### src/rtl/mem_arbiter.sv
// mem_arbiter: shares one single-port memory bus between instruction fetch
// and the data (MEM stage) requester. Data accesses win over fetches, each
// access is a request/acknowledge handshake with a bounded wait, and the
// pipeline is held via o_stallReq until every request of the current step
// has been served.
module mem_arbiter #(
    parameter int unsigned TIMEOUT = 255
) (
    input  logic        clk,
    input  logic        rst,
    input  logic        i_ifReq,
    input  logic [31:0] i_ifAddr,
    output logic [31:0] o_ifInst,
    input  logic        i_dReadEnable,
    input  logic        i_dWriteEnable,
    input  logic [31:0] i_dAddr,
    input  logic [3:0]  i_dSel,
    input  logic [31:0] i_dStoreData,
    output logic [31:0] o_dLoadData,
    output logic        o_stallReq,
    output logic        o_busError,
    output logic        o_memReq,
    output logic        o_memWrite,
    output logic [31:0] o_memAddr,
    output logic [3:0]  o_memSel,
    output logic [31:0] o_memWdata,
    input  logic        i_memAck,
    input  logic [31:0] i_memRdata
);

    typedef enum logic [1:0] {
        IDLE,
        IF_WAIT,
        D_WAIT
    } state_t;

    // Counter value seen in the last permitted wait cycle.
    localparam logic [7:0] WAIT_LAST = 8'(TIMEOUT - 1);

    state_t     state;
    logic       if_served;
    logic       d_served;
    logic [7:0] wait_cnt;

    logic d_req;
    logic if_pend;
    logic d_pend;
    logic in_wait;
    logic timeout;
    logic done;

    // Pending/completion terms; stall stays up until the last pending access finishes.
    always_comb begin
        d_req      = i_dReadEnable | i_dWriteEnable;
        if_pend    = i_ifReq & ~if_served;
        d_pend     = d_req & ~d_served;
        in_wait    = (state == IF_WAIT) || (state == D_WAIT);
        timeout    = in_wait && !i_memAck && (wait_cnt == WAIT_LAST);
        done       = in_wait && (i_memAck || timeout);
        o_stallReq = (if_pend & ~((state == IF_WAIT) & done))
                   | (d_pend  & ~((state == D_WAIT)  & done));
    end

    // Bus sequencer: issue, wait for ack or timeout, capture, track served requests.
    always_ff @(posedge clk) begin
        if (rst) begin
            state       <= IDLE;
            o_memReq    <= 1'b0;
            o_memWrite  <= 1'b0;
            o_memAddr   <= 32'd0;
            o_memSel    <= 4'd0;
            o_memWdata  <= 32'd0;
            o_ifInst    <= 32'd0;
            o_dLoadData <= 32'd0;
            o_busError  <= 1'b0;
            if_served   <= 1'b0;
            d_served    <= 1'b0;
            wait_cnt    <= 8'd0;
        end else begin
            o_busError <= 1'b0;
            if (!o_stallReq) begin
                if_served <= 1'b0;
                d_served  <= 1'b0;
            end
            case (state)
                IDLE: begin
                    if (d_pend) begin
                        o_memReq   <= 1'b1;
                        o_memWrite <= i_dWriteEnable;
                        o_memAddr  <= i_dAddr;
                        o_memSel   <= i_dSel;
                        o_memWdata <= i_dStoreData;
                        wait_cnt   <= 8'd0;
                        state      <= D_WAIT;
                    end else if (if_pend) begin
                        o_memReq   <= 1'b1;
                        o_memWrite <= 1'b0;
                        o_memAddr  <= i_ifAddr;
                        o_memSel   <= 4'b1111;
                        wait_cnt   <= 8'd0;
                        state      <= IF_WAIT;
                    end
                end
                IF_WAIT, D_WAIT: begin
                    if (done) begin
                        o_memReq   <= 1'b0;
                        o_busError <= timeout;
                        state      <= IDLE;
                        if (state == IF_WAIT) begin
                            o_ifInst <= i_memAck ? i_memRdata : 32'd0;
                            if (o_stallReq) begin
                                if_served <= 1'b1;
                            end
                        end else begin
                            if (!o_memWrite) begin
                                o_dLoadData <= i_memAck ? i_memRdata : 32'd0;
                            end
                            if (o_stallReq) begin
                                d_served <= 1'b1;
                            end
                        end
                    end else begin
                        wait_cnt <= wait_cnt + 8'd1;
                    end
                end
                default: begin
                    o_memReq <= 1'b0;
                    state    <= IDLE;
                end
            endcase
        end
    end

endmodule

### config.mk
export PLATFORM = sky130hd
export DESIGN_NAME = mem_arbiter
export DESIGN_NICKNAME = d
export VERILOG_FILES = /design/src/rtl/mem_arbiter.sv
export SDC_FILE = /design/constraint.sdc
export NUM_CORES = 1
export LEC_CHECK = 0
export BUFFER_PORTS_ARGS = -buffer_cell sky130_fd_sc_hd__buf_2
export CORE_UTILIZATION = 35
export CTS_CLUSTER_DIAMETER = 60
export DETAILED_ROUTE_END_ITERATION = 8
export PLACE_DENSITY = 0.74
export RECOVER_POWER = 100
export SYNTH_ARGS = -nofsm -noshare
export SYNTH_HDL_FRONTEND = slang
export SYNTH_SLANG_ARGS = --single-unit
### constraint.sdc
create_clock -name clk -period 2.1 [get_ports clk]
set_clock_uncertainty 0.1 [all_clocks]
set_input_delay 0.105 -clock clk [delete_from_list [all_inputs] [get_ports clk]]
set_output_delay 0.105 -clock clk [all_outputs]
set_load 0.02 [all_outputs]
==> qor.csv <==
metric;value;unit
outcome;complete, no violations;
endpoints failing hold;0;
Die W;132;um
Clock Path Buffers;2;
CTS H-tree depth;4;
post-route minimum period;2.08;ns
Slew Limit Fails;0;
Crit path max-delay family;buffers and inverters;
DR iter-0 viols;271;
area delta synth->final;59.0;%
Hold Crit Class;primary input to register;
Layout Nets;1193;
clock sink total;147;
gpl congestion;0.781;
crit-path max FO;4;
global-route wire length before repair;31400;um
critical path launch point type;register;
slowest stage cell, crit path;dfxtp_2;
Via-to-Cell Ratio;5.08;
Initial Utilization;0.357;
slew margin rel.;0.414;
Placement Cell Area;0.00746;mm^2
Post-synth EDFFs;0;
syn_area_per_cell;9.04;um^2
worst slack at placement;-0.0779;ns
Core ar.;0.0165;mm^2
maximum number of pins on one net before global-route repair;111;
number of port buffers;273;
Critical Path AT;1.88;ns
Crit. End Element;output port;
critical-path cell list;inv_2 > ha_4 > buf_6 > nand4_1 > o21ai_2 > buf_4 > nand2_2 > nand2_2 > nand2_2 > buf_6;
num rows;47;
Ys Warns;0;
Root Buffer;clkbuf_16;
maximum vdd drop;0.624;mV
Via Count;6525;
Routed WL;20400;um
GRT overflow;0;
RSZ-0062 raised after global routing;true;
cts bufs inserted;17;
Gate Count Post-Synth;653;
placed cells;1108;
crit path kind;register to output port;
sequential element share of the synthesized area;0.498;
Final Instance Area;0.00939;mm^2
worst setup margin;0.0195;ns
crit path buf inv count;4;
PwrDens;999;mW/mm^2
Period Utilization, post-route;0.991;
Fin Hold WS;0.125;ns
Reg clk slew, reported paths;0.06;ns
Slew @ Worst Pin;0.874;ns
share of cells above drive strength 1;0.234;
CTS tree;done;
Routed Antenna Nets;0;
Avg WL per Cell;15.9;um
Mapped Area;0.00591;mm^2
CP Launch Point;state[1];
CP required;1.89;ns
number of global-route vias before repair;6421;
fill count;1443;
cell mode on critical path;nand2_2;
Fin Setup TNS;0;ns
Design Power;9.38;mW
num ports;274;
Final HPWL DP;11100;um
height of the die;132;um
gr usage total;0.224;
fin util;0.568;
synthesized flop and latch total;147;
Die Area;0.0174;mm^2
async set or reset register ratio after synthesis;0;
Cell variety after synth;36;
Initial DRT Pass Iterations;5;
ys flop type;dfxtp_1;
worst r2r src;state[1];
fin cells;1284;
Final setup viols;0;
max cap viols;0;
initial antenna violation count;1;
worst-skew pair later-pin latency;0.41;ns
fmax;481;MHz
syn_nets;796;
delay of the slowest critical-path stage;0.33;ns
worst min-delay path startpoint;i_ifReq;
drt drc;0;
cell leakage power;3.69;nW
## worst paths after layout
check | end | slack (ns) | depth (start not counted)
setup / recovery | o_stallReq | 0.02 | 10
hold / removal | state[0] | 0.13 | 4
hold reg to reg | o_ifInst[30] | 0.35 | 2
setup reg to reg | o_dLoadData[4] | 0.04 | 10
## power by group
part           total (mW)  switching, mW  internal (mW)
clock                3.20           1.18           2.02
sequential           3.36          0.205           3.16
combinational        2.82           1.78           1.04
## cells by family after synthesis
group	Yosys count	share of synthesized area
multiplexers	2	0.00339
AND/OR/NAND/NOR	269	0.193
XOR/XNOR	5	0.00741
AO/OA/AOI/OAI	158	0.227
flip-flops	147	0.498
adder cells (fa/ha/maj)	5	0.0106
buffers and inverters	67	0.0606
## Yosys cell counts, types with 2 or more instances
master / number / area (um^2)
mux2i_1: 2 / 20.0
ha_1: 5 / 62.6
nor2_2: 2 / 12.5
inv_1: 7 / 26.3
nand4_1: 36 / 225
nor2_1: 47 / 176
a211oi_1: 7 / 52.6
buf_4: 4 / 30.0
buf_2: 19 / 95.1
xnor2_1: 5 / 43.8
nand2b_1: 2 / 12.5
nand2_1: 169 / 634
o22ai_1: 4 / 25.0
nor2b_1: 2 / 12.5
nand3_1: 4 / 20.0
buf_6: 9 / 101
o21ai_1: 2 / 10.0
a21oi_1: 73 / 365
a21o_1: 2 / 15.0
a32o_1: 32 / 320
clkbuf_1: 27 / 101
a311oi_2: 32 / 480
nand2_2: 2 / 12.5
dfxtp_1: 147 / 2940
## metal layers
| layer | track usage | wire length (um) | part of all wire | vias up |
|---|---|---|---|---|
| li1 | - | - | - | 3118 |
| met1 | 0.242 | 8240 | 0.40 | 3072 |
| met2 | 0.402 | 10200 | 0.50 | 275 |
| met3 | 0.0550 | 1150 | 0.056 | 60 |
| met4 | 0.121 | 832 | 0.041 | 0 |
| met5 | 0 | 0 | 0 | - |
## timing repair
action,4_1_cts,5_1_grt
hold buffers,135,0
gates cloned,0,4
hold endpoints to repair,135,0
pin swaps,4,2
setup buffers,1,3
resized for setup,15,3
endpoints found under the setup margin,9,33
## sequential cells by signal, summed over array words and instances, names as in the netlist
register,count
o_dLoadData,32
o_ifInst,32
o_memAddr,32
o_memWdata,32
wait_cnt,8
o_memSel,4
state,2
d_served,1
if_served,1
o_busError,1
o_memReq,1
o_memWrite,1
## area by class of cell
cell class,count,area [um^2],share of cell area
clock inverters,13,180,0.0192
flip-flops and latches,147,2950,0.314
multi-input cells,440,2660,0.283
well taps,220,275,0.0293
clock buffers,19,443,0.0472
diodes,1,2.50,0.000266
repair buffers,436,2860,0.304
inverters,8,30.0,0.00320
## worst register-to-register path, cell delays in order (launching register included)
cell       delay (ns)
dfxtp_2          0.33
inv_2            0.05
ha_4             0.26
buf_6            0.10
nand4_1          0.09
o21ai_2          0.18
buf_4            0.15
buf_4            0.17
a21oi_4          0.12
clkbuf_16        0.22
a32o_1           0.20
## placed cells by master, fill, tap and decap left out, types with 4 or more instances in the layout
master,Yosys,final
dlygate4sd3_1,0,135
nand3_1,4,4
buf_4,4,16
nor2_1,47,47
a21oi_1,73,72
nand2_1,169,166
nand2_2,2,5
clkbuf_16,0,19
xnor2_1,5,5
a311oi_2,32,31
buf_2,19,136
clkinv_2,0,4
o22ai_1,4,4
a32o_1,32,32
buf_12,0,4
clkbuf_1,27,136
nand4_1,36,36
inv_1,7,6
dfxtp_1,147,145
a211oi_1,7,7
buf_6,9,4
bufinv_16,0,4
Power figures use the tool's default switching activity.
